<file path="src/rtl/id_ex_ctrl_stage.sv">
// ID/EX pipeline register with load-use hazard detection and branch squash.
// Optional performance counters are enabled with `define ID_EX_PERF_CNT_EN.
module id_ex_ctrl_stage #(
  parameter int DW = 32
) (
  input  logic          clk_i,
  input  logic          rst_i,
  input  logic          regwrite_i,
  input  logic          alusrc_i,
  input  logic          regdst_i,
  input  logic          branch_i,
  input  logic          memread_i,
  input  logic          memwrite_i,
  input  logic          memtoreg_i,
  input  logic [2:0]    aluop_i,
  input  logic [1:0]    branch_type_i,
  input  logic [4:0]    rs_i,
  input  logic [4:0]    rt_i,
  input  logic [4:0]    rd_i,
  input  logic [DW-1:0] rs_data_i,
  input  logic [DW-1:0] rt_data_i,
  input  logic [DW-1:0] imm_i,
  input  logic [DW-1:0] pc4_i,
  input  logic          flush_i,
  output logic          pc_write_o,
  output logic          ifid_write_o,
  output logic          ex_regwrite_o,
  output logic          ex_alusrc_o,
  output logic          ex_regdst_o,
  output logic          ex_branch_o,
  output logic          ex_memread_o,
  output logic          ex_memwrite_o,
  output logic          ex_memtoreg_o,
  output logic [2:0]    ex_aluop_o,
  output logic [1:0]    ex_branch_type_o,
  output logic          ex_valid_o,
  output logic [4:0]    ex_rs_o,
  output logic [4:0]    ex_rt_o,
  output logic [4:0]    ex_rd_o,
  output logic [DW-1:0] ex_rs_data_o,
  output logic [DW-1:0] ex_rt_data_o,
  output logic [DW-1:0] ex_imm_o,
  output logic [DW-1:0] ex_pc4_o
`ifdef ID_EX_PERF_CNT_EN
  ,
  output logic [31:0]   stall_cnt_o,
  output logic [31:0]   flush_cnt_o
`endif
);

  logic hz;
  logic stall;
  logic rt_used;

  // rt is a real source for R-type ops (alusrc=0) and as store data (memwrite=1).
  assign rt_used = !alusrc_i || memwrite_i;

  always_comb begin
    hz = 1'b0;
    if (ex_memread_o && (ex_rt_o != 5'd0)) begin
      hz = (ex_rt_o == rs_i) || ((ex_rt_o == rt_i) && rt_used);
    end
  end

  // A taken branch overrides the stall so the target fetch is not held.
  assign stall        = hz && !flush_i;
  assign pc_write_o   = !stall;
  assign ifid_write_o = !stall;

  always_ff @(posedge clk_i or posedge rst_i) begin
    if (rst_i) begin
      ex_regwrite_o    <= 1'b0;
      ex_alusrc_o      <= 1'b0;
      ex_regdst_o      <= 1'b0;
      ex_branch_o      <= 1'b0;
      ex_memread_o     <= 1'b0;
      ex_memwrite_o    <= 1'b0;
      ex_memtoreg_o    <= 1'b0;
      ex_aluop_o       <= 3'b000;
      ex_branch_type_o <= 2'b00;
      ex_valid_o       <= 1'b0;
      ex_rs_o          <= 5'd0;
      ex_rt_o          <= 5'd0;
      ex_rd_o          <= 5'd0;
      ex_rs_data_o     <= '0;
      ex_rt_data_o     <= '0;
      ex_imm_o         <= '0;
      ex_pc4_o         <= '0;
    end else begin
      // Datapath fields load unconditionally; ex_valid_o qualifies them.
      ex_rs_o      <= rs_i;
      ex_rt_o      <= rt_i;
      ex_rd_o      <= rd_i;
      ex_rs_data_o <= rs_data_i;
      ex_rt_data_o <= rt_data_i;
      ex_imm_o     <= imm_i;
      ex_pc4_o     <= pc4_i;
      if (flush_i || hz) begin
        ex_regwrite_o    <= 1'b0;
        ex_alusrc_o      <= 1'b0;
        ex_regdst_o      <= 1'b0;
        ex_branch_o      <= 1'b0;
        ex_memread_o     <= 1'b0;
        ex_memwrite_o    <= 1'b0;
        ex_memtoreg_o    <= 1'b0;
        ex_aluop_o       <= 3'b000;
        ex_branch_type_o <= 2'b00;
        ex_valid_o       <= 1'b0;
      end else begin
        ex_regwrite_o    <= regwrite_i;
        ex_alusrc_o      <= alusrc_i;
        ex_regdst_o      <= regdst_i;
        ex_branch_o      <= branch_i;
        ex_memread_o     <= memread_i;
        ex_memwrite_o    <= memwrite_i;
        ex_memtoreg_o    <= memtoreg_i;
        ex_aluop_o       <= aluop_i;
        ex_branch_type_o <= branch_type_i;
        ex_valid_o       <= 1'b1;
      end
    end
  end

`ifdef ID_EX_PERF_CNT_EN
  // Saturating counters; a flush edge never counts as a stall.
  always_ff @(posedge clk_i or posedge rst_i) begin
    if (rst_i) begin
      stall_cnt_o <= 32'd0;
      flush_cnt_o <= 32'd0;
    end else begin
      if (stall && (stall_cnt_o != 32'hFFFF_FFFF)) stall_cnt_o <= stall_cnt_o + 32'd1;
      if (flush_i && (flush_cnt_o != 32'hFFFF_FFFF)) flush_cnt_o <= flush_cnt_o + 32'd1;
    end
  end
`endif

endmodule

</file>
<file path="config.mk">
export PLATFORM = sky130hd
export DESIGN_NAME = id_ex_ctrl_stage
export DESIGN_NICKNAME = d
export VERILOG_FILES = /design/src/rtl/id_ex_ctrl_stage.sv
export SDC_FILE = /design/constraint.sdc
export NUM_CORES = 1
export LEC_CHECK = 0
export ABC_AREA = 1
export BUFFER_PORTS_ARGS = -buffer_cell sky130_fd_sc_hd__buf_2
export CORE_AREA = 2 2 124 126
export DETAILED_ROUTE_END_ITERATION = 8
export DIE_AREA = 0 0 126 128
export GPL_ROUTABILITY_DRIVEN = 0
export PLACE_DENSITY = 0.61
export SKIP_CTS_REPAIR_TIMING = 1
export SKIP_LAST_GASP = 1
export SLEW_MARGIN = 25
export SYNTH_ARGS = -nofsm -noshare
export SYNTH_HDL_FRONTEND = slang
export SYNTH_SLANG_ARGS = --single-unit
</file>
<file path="constraint.sdc">
create_clock -name clk_i -period 8.7 [get_ports clk_i]
set_clock_uncertainty 0.2 [all_clocks]
set_input_delay 1.74 -clock clk_i [delete_from_list [all_inputs] [get_ports clk_i]]
set_output_delay 1.74 -clock clk_i [all_outputs]
set_load 0.01 [all_outputs]
</file>
# After elaboration in Yosys (flattened, before gate mapping)
# Index checks and enable logic that the tools add are counted.
[totals] register_bits=156 input_bits=158 output_inout_bits=158 wordCells=40
[classes] eq_ne=2 n_mux=11 n_reduce_logical=10
[op_table] operator="equality test 5 bit" count=2
[op_table] operator="two-way mux 1 bit" count=9
[op_table] operator="nonzero test 5 bit" count=1
[op_table] operator="logical AND 1 bit" count=3
[op_table] operator="logical NOT 1 bit" count=3
[op_table] operator="logical OR 1 bit" count=3
[op_table] operator="two-way mux 3 bit" count=1
[op_table] operator="two-way mux 2 bit" count=1

# Longest topological paths before layout
# Gate-level depths: netlist of run 1.
[depth] word_depth=7 mapped_depth=10 depth_no_buf=9

# Worst setup path before layout of run 1
# Ideal clock, no wire load.
[synth_path] path_kind="input -> output" startpoint="input port rs_i[4]" endpoint="output port pc_write_o" arrival_ns=2.381 required_ns=6.760 setup_slack_ns=4.379 path_stages=8 path_buffers=1 cell_sequence="inv_1 -> nand2_1 -> nand2_1 -> nor2_1 -> nand3_1 -> nand2_1 -> nand3_1 -> buf_4"
[synth_via] elab_chain_len=5
[synth_rtl] element="start, declared" line_no="17" source="input logic [4:0] rs_i,"
[synth_rtl] element="equality test 5 bit" line_no="61" source="hz = (ex_rt_o == rs_i) || ((ex_rt_o == rt_i) && rt_used);"
[synth_rtl] element="logical OR 1 bit" line_no="61"
[synth_rtl] element="two-way mux 1 bit" line_no="60" source="if (ex_memread_o && (ex_rt_o != 5'd0)) begin"
[synth_rtl] element="logical AND 1 bit" line_no="66" source="assign stall = hz && !flush_i;"
[synth_rtl] element="logical NOT 1 bit"
[synth_rtl] element="end, declared" line_no="25" source="output logic pc_write_o,"
# Every way passes these cells.

# Final worst setup path of run 1
[layout_path] startpoint="input port rs_i[4]" endpoint="output port ifid_write_o"
[layout_via] elab_chain_len=5
[layout_rtl] element="equality test 5 bit" line_no="61"
[layout_rtl] element="logical OR 1 bit" line_no="61"
[layout_rtl] element="two-way mux 1 bit" line_no="60"
[layout_rtl] element="logical AND 1 bit" line_no="66"
[layout_rtl] element="logical NOT 1 bit" line_no="68" source="assign ifid_write_o = !stall;"
[layout_rtl] element="end, declared" line_no="26" source="output logic ifid_write_o,"
# Every way passes these cells.

==> results.toml, run 1 <==
[synthesis]
ys_types = 12
avgSynthCellArea_um2 = 17.6
syn_area_um2 = 4250
synth_top_area_share = 0.919
synth_top_cell_by_area = "dfrtp_1"
seq_area_frac_synth = 0.919
synth-seq-cells = 156
yosys-top-cells-area = "dfrtp_1 92%, nand2_1 2.6%, inv_1 2.2%"
yosysWarnings = 0
synth_nets = 399
syn_inst = 241

[finish]
final_nets = 732
multi_input_area_um2 = 218
drive_gt1_frac = 0.601
fillers = 1416
regArea_um2 = 3900
layout_commonest_cell = "buf_2"
final_cells = 776
layout_common_cells = "315 x buf_2, 156 x dfrtp_1, 29 x nand2_1, 24 x inv_1, 18 x nor2_1"
syn2layout_area_growth_pct = 55.9

[timing]
fin_tns_setup_ns = 0
rsz0062_at_grt = "false"
worstMarginPinSlew_ns = 0.890
finalSetupViolCount = 0
hold_viol_final = 0
fmax_mhz = 227
period_minus_slack_ns = 4.41
slew_viol_final = 0
slew_headroom = 0.406
finalCritPeriodShare = 0.507

[worst_setup_path]
required_ns = 6.76
cp-end-kind = "output pin"
critPathArrivalTime_ns = 2.47
cp-start-kind = "input port"
worst-setup-path-type = "input port to output pin"
r2r_cells = 9
critPathMaxFanout = 3

[clocking]
cts_buffers = 17
clk_pin_slew_ns = 0.06
root_buffer = "clkbuf_16"
cts-htree-levels = 4
cts_num_sinks = 156
cts_tree = "yes"
clock_latency_ns = 0.41
clock_path_buffers = 2

[place]
dp.cells = 743
dpl.hpwl_um = 8730
portBuffers = 315

[hold_path]
hp-class = "flop to flop"
hold_depth = 5

[global_route]
grt_start_max_net_pins = 83
grt_pass1_vias = 3187
overflow = 0
antenna_found_initial = 2
grt_pass1_wl_um = 16800
grt_usage = 0.139

[routing]
num_vias = 3010
drc = 0
routed_wl_um = 11200
drt-initial-drc-count = 99
first_pass_iters = 3
detail-route-antenna-nets = 0
avgViaCountPerCell = 3.88
routedWlPerCell_um = 14.5

[power_and_ir_drop]
power.density_nw_per_um2 = 241
vdd_drop_max_v = 0.000118
power.leakage_nw = 3.63

[job]
drv_cap = 0

[floorplan]
die_h_um = 128
num_io_pins = 316
die_x_um = 126
start_util = 0.286
core_um2 = 14900
fp-row-count = 45
dieArea_um2 = 16100

[run_status]
status = "completed"
## final timing paths
kind                              startpoint  slack (ns)             endpoint
worst max-delay path                 rs_i[4]        4.29         ifid_write_o
worst min-delay path            ex_memread_o        0.64  ex_branch_type_o[0]
worst max register to register    ex_rt_o[4]        7.17        ex_regwrite_o
worst min register to register  ex_memread_o        0.64  ex_branch_type_o[0]
max in group asynchronous              rst_i        5.63     ex_rt_data_o[31]
min in group asynchronous              rst_i        1.24           ex_rd_o[2]
## report_power, final
| group | switching [W] | leakage (nW) | internal [W] |
|---|---|---|---|
| clock network | 0.000303 | 0.262 | 0.000400 |
| registers | 0.0000107 | 1.83 | 0.000762 |
| logic | 0.0000673 | 1.53 | 0.0000542 |
| total | 0.000381 | 3.63 | 0.00122 |
## area by class of cell
class,instances,area share
multi-input combinational,54,0.0329
timing repair buffer,316,0.239
clock buffer,18,0.0648
tap,188,0.0355
clock inverter,14,0.0206
inverter,29,0.0172
sequential,156,0.589
antenna,1,0.000378
## cell usage after synthesis
library cell,count
dfrtp_1,156
nand2_1,29
inv_1,25
nor2_1,18
inv_2,4
nand3_1,3
buf_4,1
buf_6,1
nand2_2,1
nand4_1,1
o21ai_1,1
xnor2_1,1
## state kept, by name, indices dropped and copies added, names as in the netlist, 2 cells and up
name,flops
ex_rt_o,5
ex_imm_o,32
ex_aluop_o,3
ex_branch_type_o,2
ex_rd_o,5
ex_rs_data_o,32
ex_pc4_o,32
ex_rs_o,5
ex_rt_data_o,32
## per-stage QoR
stage | hold slack (ns) | power (W) | setup slack, ns | instance area (um2) | utilization
after floorplan | 0.511 | 0.000828 | 2.55 | 4250 | -
after global placement | 0.613 | 0.000908 | 4.31 | 6050 | 0.407
after detailed placement | 0.642 | 0.000912 | 4.29 | 6050 | 0.407
after CTS | 0.658 | 0.00163 | 4.29 | 6620 | 0.445
after global routing | 0.717 | 0.00167 | 4.15 | 6620 | 0.446
final | 0.641 | 0.00160 | 4.29 | 6620 | 0.446
## layer usage
layer	part of all wire	vias to the layer above	routed length, um	global-route usage
li1	-	1385	-	-
met1	0.37	1448	4160	0.160
met2	0.51	162	5740	0.226
met3	0.10	13	1180	0.0676
met4	0.013	2	151	0.0517
met5	0.00089	-	10	0
## worst max-delay path: stages
cell     delay (ns)
buf_2          0.10
inv_1          0.04
nand2_1        0.05
nand2_1        0.05
nor2_1         0.10
nand3_1        0.08
nand2_1        0.09
nand3_1        0.08
buf_2          0.15
## logic make-up after synthesis
| group | count (synthesis) | synth area share |
|---|---|---|
| flip-flops | 156 | 0.919 |
| AND/OR/NAND/NOR | 52 | 0.0480 |
| buffers and inverters | 31 | 0.0300 |
| AO/OA/AOI/OAI | 1 | 0.00118 |
| XOR/XNOR | 1 | 0.00206 |
(Power assumes the default switching activity.)
==> run 2: changes to the inputs <==
Settings changed: CORE_AREA 2 2 124 126 to 2 2 122 124, DIE_AREA 0 0 126 128 to 0 0 124 126, PLACE_DENSITY 0.61 to 0.65.
Clock period 8.7 ns to 4 ns, I/O delays scaled along.
==> run 2 against run 1 <==
  * Clock-buffer cell count is the same
  * Highest routed layer is now met4
  * Largest power group is now clock
  * Non-clock buffer count is the same
  * Core utilization up 2.4 points
==> results.toml, run 2 (synthesis gave the netlist of run 1 again) <==
[run_status]
status = "completed"

[finish]
regArea_um2 = 3900
layout_common_cells = "315 x buf_2, 156 x dfrtp_1, 29 x nand2_1, 24 x inv_1, 18 x nor2_1"
layout_commonest_cell = "buf_2"
syn2layout_area_growth_pct = 58.0
final_nets = 732
fillers = 1307
drive_gt1_frac = 0.602
multi_input_area_um2 = 218
final_cells = 771

[global_route]
antenna_found_initial = 1
grt_usage = 0.144
grt_pass1_wl_um = 16300
grt_start_max_net_pins = 157
overflow = 0
grt_pass1_vias = 3172

[job]
drv_cap = 0

[worst_setup_path]
cpMaxStageDelayCell = "buf_2"
cp_cell_sequence = "buf_2, inv_1, nand2_1, nand2_1, nor2_1, nand3_1, nand2_1, nand3_1, buf_2"
r2r_cells = 9
crit_path_max_incr_delay_ns = 0.15
r2r_end = "ex_branch_type_o[0]"
crit_family = "simple AND/OR/NAND/NOR gates"
required_ns = 3.00
critPathMaxFanout = 3
path_buf_inv = 3
cp-end-kind = "output pin"
critPathArrivalTime_ns = 1.53
cp-start-kind = "input port"
r2r_start = "ex_rt_o[4]"
r2r_slack_ns = 2.46
crit_path_frequent_cell = "nand2_1"
worst-setup-path-type = "input port to output pin"

[hold_path]
min_to = "ex_rt_data_o[15]"
hold_depth = 1
holdCritStartpoint = "rt_data_i[15]"
hp-class = "input port to flop"

[timing]
slew_viol_final = 0
fin_tns_setup_ns = 0
finalHoldWorstSlack_ns = 0.286
finalCritPeriodShare = 0.632
fmax_mhz = 395
slew_headroom = 0.452
period_minus_slack_ns = 2.53
finalSetupViolCount = 0
hold_viol_final = 0
rsz0062_at_grt = "false"
worstMarginPinSlew_ns = 0.822

[routing]
drt-initial-drc-count = 113
avgViaCountPerCell = 3.90
routedWlPerCell_um = 14.7
routed_wl_um = 11300
first_pass_iters = 4
num_vias = 3010
detail-route-antenna-nets = 0
drc = 0

[place]
dpl.hpwl_um = 8640
dp.cells = 739
portBuffers = 315

[power_and_ir_drop]
vdd_drop_max_v = 0.000251
power.leakage_nw = 3.68
power.density_nw_per_um2 = 552

[floorplan]
dieArea_um2 = 15600
die_h_um = 126
num_io_pins = 316
core_um2 = 14300
die_x_um = 124
fp-row-count = 44
start_util = 0.297

[clocking]
cts-htree-levels = 4
cts_num_sinks = 156
clock_path_buffers = 2
root_buffer = "clkbuf_16"
clock_latency_ns = 0.42
clk_pin_slew_ns = 0.06
cts_buffers = 17
cts_tree = "yes"
-- run 2: changes by cell type in the layout (fill, tap and decap cells not counted), sizes merged --
cell and change:
inv -4, bufinv +4, clkinvlp -2, clkinv +1
-- run 2: final cells by class --
cell class                 instances  area share
antenna                            1    0.000373
clock inverter                    13      0.0317
sequential                       156       0.581
tap                              184      0.0343
timing repair buffer             316       0.238
inverter                          29      0.0168
clock buffer                      18      0.0654
multi-input combinational         54      0.0324
-- run 2: layer usage --
layer  wire, um  track usage
met2       5950        0.242
met1       3960        0.154
met5          0            0
met4        147       0.0522
met3       1270       0.0725
-- run 2: worst max path at each step --
stage               depth (start not counted)  startpoint            end
global route                                8  ex_rt_o[4]     pc_write_o
finish                                      9     rs_i[4]   ifid_write_o
detailed placement                          9     rs_i[4]     pc_write_o
floorplan                                   1       rst_i  ex_aluop_o[0]
CTS                                         9     rs_i[4]     pc_write_o
global placement                            9     rs_i[0]   ifid_write_o
-- run 2: where the power goes --
group / switching, W / total, W / internal [W] / leakage, nW
Combinational: 0.000147 / 0.000266 / 0.000119 / 1.53
Clock: 0.000630 / 0.00176 / 0.00113 / 0.315
Sequential: 0.0000232 / 0.00168 / 0.00166 / 1.83
-- run 2: per-stage QoR --
| stage | setup slack (ns) | util | total power, W | instance area (um2) |
|---|---|---|---|---|
| after floorplan | 1.03 | - | 0.00180 | 4250 |
| after global placement | 1.47 | 0.423 | 0.00198 | 6060 |
| after detailed placement | 1.46 | 0.423 | 0.00198 | 6060 |
| after CTS | 1.46 | 0.469 | 0.00377 | 6710 |
| after global routing | 1.36 | 0.469 | 0.00387 | 6720 |
| final | 1.47 | 0.469 | 0.00370 | 6720 |
-- run 2: worst register-to-register path, cell delays in order, from the launching register on --
cell and delay (ns):
dfrtp_1 0.42, inv_2 0.07, nand2_1 0.07, nand2_1 0.05, nor2_1 0.09, nand3_1 0.08, nand2_1 0.08, nand2_1 0.06
nand2_2 0.22, nor2_1 0.08
==> run 3: changes to the inputs <==
Settings changed: ABC_AREA 1 to 0, CORE_AREA 2 2 122 124 to 2 2 121 123, DIE_AREA 0 0 124 126 to 0 0 123 125, PLACE_DENSITY 0.65 to 0.63.
Clock period 4 ns to 2.4 ns, I/O delays scaled along.
==> run 3 against run 2 <==
  * Critical path type is now flop to output pin
  * The run now ends with setup timing left
  * Sequential share of layout area down 11 points
  * Hold slack worse by 0.19 ns
  * First-iteration DRC count up 26%
  * Critical path depth down 5
  * Critical endpoint unchanged
==> results.toml, run 3 <==
[routing]
first_pass_iters = 4
routedWlPerCell_um = 15.2
detail-route-antenna-nets = 0
avgViaCountPerCell = 4.02
routed_wl_um = 13400
drc = 0
drt-initial-drc-count = 142
num_vias = 3539

[floorplan]
start_util = 0.299
die_h_um = 125
num_io_pins = 316
die_x_um = 123
dieArea_um2 = 15400
core_um2 = 14200
fp-row-count = 44

[timing]
fmax_mhz = 399
worstMarginPinSlew_ns = 0.560
finalSetupViolCount = 2
rsz0062_at_grt = "true"
slew_headroom = 0.626
period_minus_slack_ns = 2.51
hold_viol_final = 0
slew_viol_final = 0
setup_slack_ns = -0.106
finalCritPeriodShare = 1.04

[synthesis]
synth_nets = 362
ys_types = 18
async_reset_ff_frac = 1.00
seq_area_frac_synth = 0.919
synth_most_common_cell = "dfrtp_1"
synth_ff_type = "dfrtp_1"
yosys-top-cells-area = "dfrtp_1 92%, xnor2_1 2.1%, a21oi_2 1.9%"
synth_top_cell_by_area = "dfrtp_1"
synth_top_area_share = 0.919
syn_inst = 204
avgSynthCellArea_um2 = 20.8
synth_edf_count = 0
syn_area_um2 = 4250
yosysWarnings = 0
synth-seq-cells = 156
synth_commonest_cells = "156 x dfrtp_1, 11 x nand2b_1, 10 x xnor2_1, 9 x a21oi_2, 3 x a21oi_1"

[power_and_ir_drop]
power_switching_share = 0.209
switching_power_w = 0.00135
internal_power_w = 0.00512
pwr-share-clk = 0.464
seq_power_share = 0.434
power.leakage_nw = 4.13
combPwrFrac = 0.102
vdd_drop_max_v = 0.000436
power.density_nw_per_um2 = 786

[finish]
layout_commonest_cell = "buf_2"
syn2layout_area_growth_pct = 93.7
final_core_util = 0.580
drive_gt1_frac = 0.521
final_nets = 842
layout_common_cells = "315 x buf_2, 154 x dfrtp_1, 144 x dlygate4sd3_1, 17 x clkbuf_16, 11 x nand2b_1"
num_antenna_cells = 0
fin_area_um2 = 8230

[worst_setup_path]
r2r_slack_ns = 0.48
r2r_end = "ex_alusrc_o"
cp-start-kind = "flop"
r2r_cells = 4
crit_path_start = "ex_rt_o[1]"
crit_path_end = "ifid_write_o"
worst-setup-path-type = "flop to output pin"
r2r_start = "ex_rt_o[1]"
cp-end-kind = "output pin"
critPathArrivalTime_ns = 1.83
critPathMaxFanout = 4
required_ns = 1.72

[hold_path]
hp-class = "input port to flop"
holdCritStartpoint = "regwrite_i"

[global_route]
overflow = 0
grt_pass1_vias = 3036
grt_pass1_wl_um = 16000
grt_start_max_net_pins = 55
antenna_found_initial = 0
grt_usage = 0.142

[clocking]
cts-htree-levels = 4
root_buffer = "clkbuf_16"
cts_tree = "yes"
clk_pin_slew_ns = 0.06
clock_latency_ns = 0.41
clock_path_buffers = 2
cts_num_sinks = 156
cts_buffers = 17

[place]
portBuffers = 315
dpl.hpwl_um = 8480
place_area_um2 = 6100

[job]
drv_cap = 0

[run_status]
status = "complete, but fails checks"
violations = "setup timing"
-- run 3: changes by cell type after synthesis, moves of 2 or more --
cell / before / now
nor2_1: 18 / 0
inv_1: 25 / 2
a21oi_1: 0 / 3
nand2_1: 29 / 1
nand3_1: 3 / 1
xnor2_1: 1 / 10
nand2b_1: 0 / 11
inv_2: 4 / 0
a21oi_2: 0 / 9
-- run 3: metrics by stage --
| step | setup TNS, ns | hold WS (ns) | setup WS (ns) | instances | power, W |
|---|---|---|---|---|---|
| after floorplan | -39.45 | 0.311 | -0.253 | 204 | 0.00301 |
| after global placement | 0 | 0.359 | 0.338 | 704 | 0.00331 |
| after detailed placement | 0 | 0.364 | 0.318 | 704 | 0.00332 |
| after CTS | -0.285 | -0.0812 | -0.144 | 736 | 0.00634 |
| after global routing | -0.291 | 0.0935 | -0.146 | 881 | 0.00673 |
| final | -0.211 | 0.0972 | -0.106 | 881 | 0.00647 |
-- run 3: per-layer routing --
layer  share of wire  track usage  wire (um)  vias to the layer above
li1                -            -          -                     1611
met1            0.35        0.156       4650                     1734
met2            0.56        0.240       7480                      170
met3           0.073       0.0602        975                       24
met4           0.024       0.0608        327                        0
met5               0            0          0                        -
-- run 3: power by group through the flow --
stage	Sequential [W]	Clock, W	Combinational [W]
floorplan	0.00293	0	0.0000860
global placement	0.00285	0	0.000463
detailed placement	0.00285	0	0.000472
CTS	0.00281	0.00306	0.000473
global route	0.00282	0.00319	0.000716
finish	0.00281	0.00300	0.000659
-- run 3: kinds of logic (layout without fill, tap and decap cells) --
group / Yosys count / in the layout / synth area share
AOI/OAI and AO/OA: 16 / 16 / 0.0286
xor gates and xnor gates: 10 / 10 / 0.0206
buffers and inverters: 6 / 499 / 0.00883
DFF: 156 / 156 / 0.919
and+or+nand+nor: 16 / 16 / 0.0233
-- run 3: area by class of cell --
class                           instances  area [um2]
Multi-Input combinational cell         42         318
Sequential cell                       156        3910
Tap cell                              184         230
Fill cell                            1099        5970
Timing Repair Buffer                  465        3100
Clock inverter                         10         211
Inverter                                2        11.3
Clock buffer                           22         454
-- run 3: worst min-delay path by stage --
stage / to / slack (ns) / cells past startpoint
floorplan: ex_imm_o[0] / 0.31 / 0
global placement: ex_rt_data_o[9] / 0.36 / 2
detailed placement: ex_pc4_o[13] / 0.36 / 2
CTS: ex_rt_data_o[1] / -0.08 / 2
global route: ex_regwrite_o / 0.09 / 3
finish: ex_regwrite_o / 0.1 / 3
-- run 3: critical path, cell delays in order (launching register included) --
cell and delay (ns):
dfrtp_2 0.43, or4_4 0.54, o21a_4 0.21, nand3b_1 0.09, buf_2 0.14
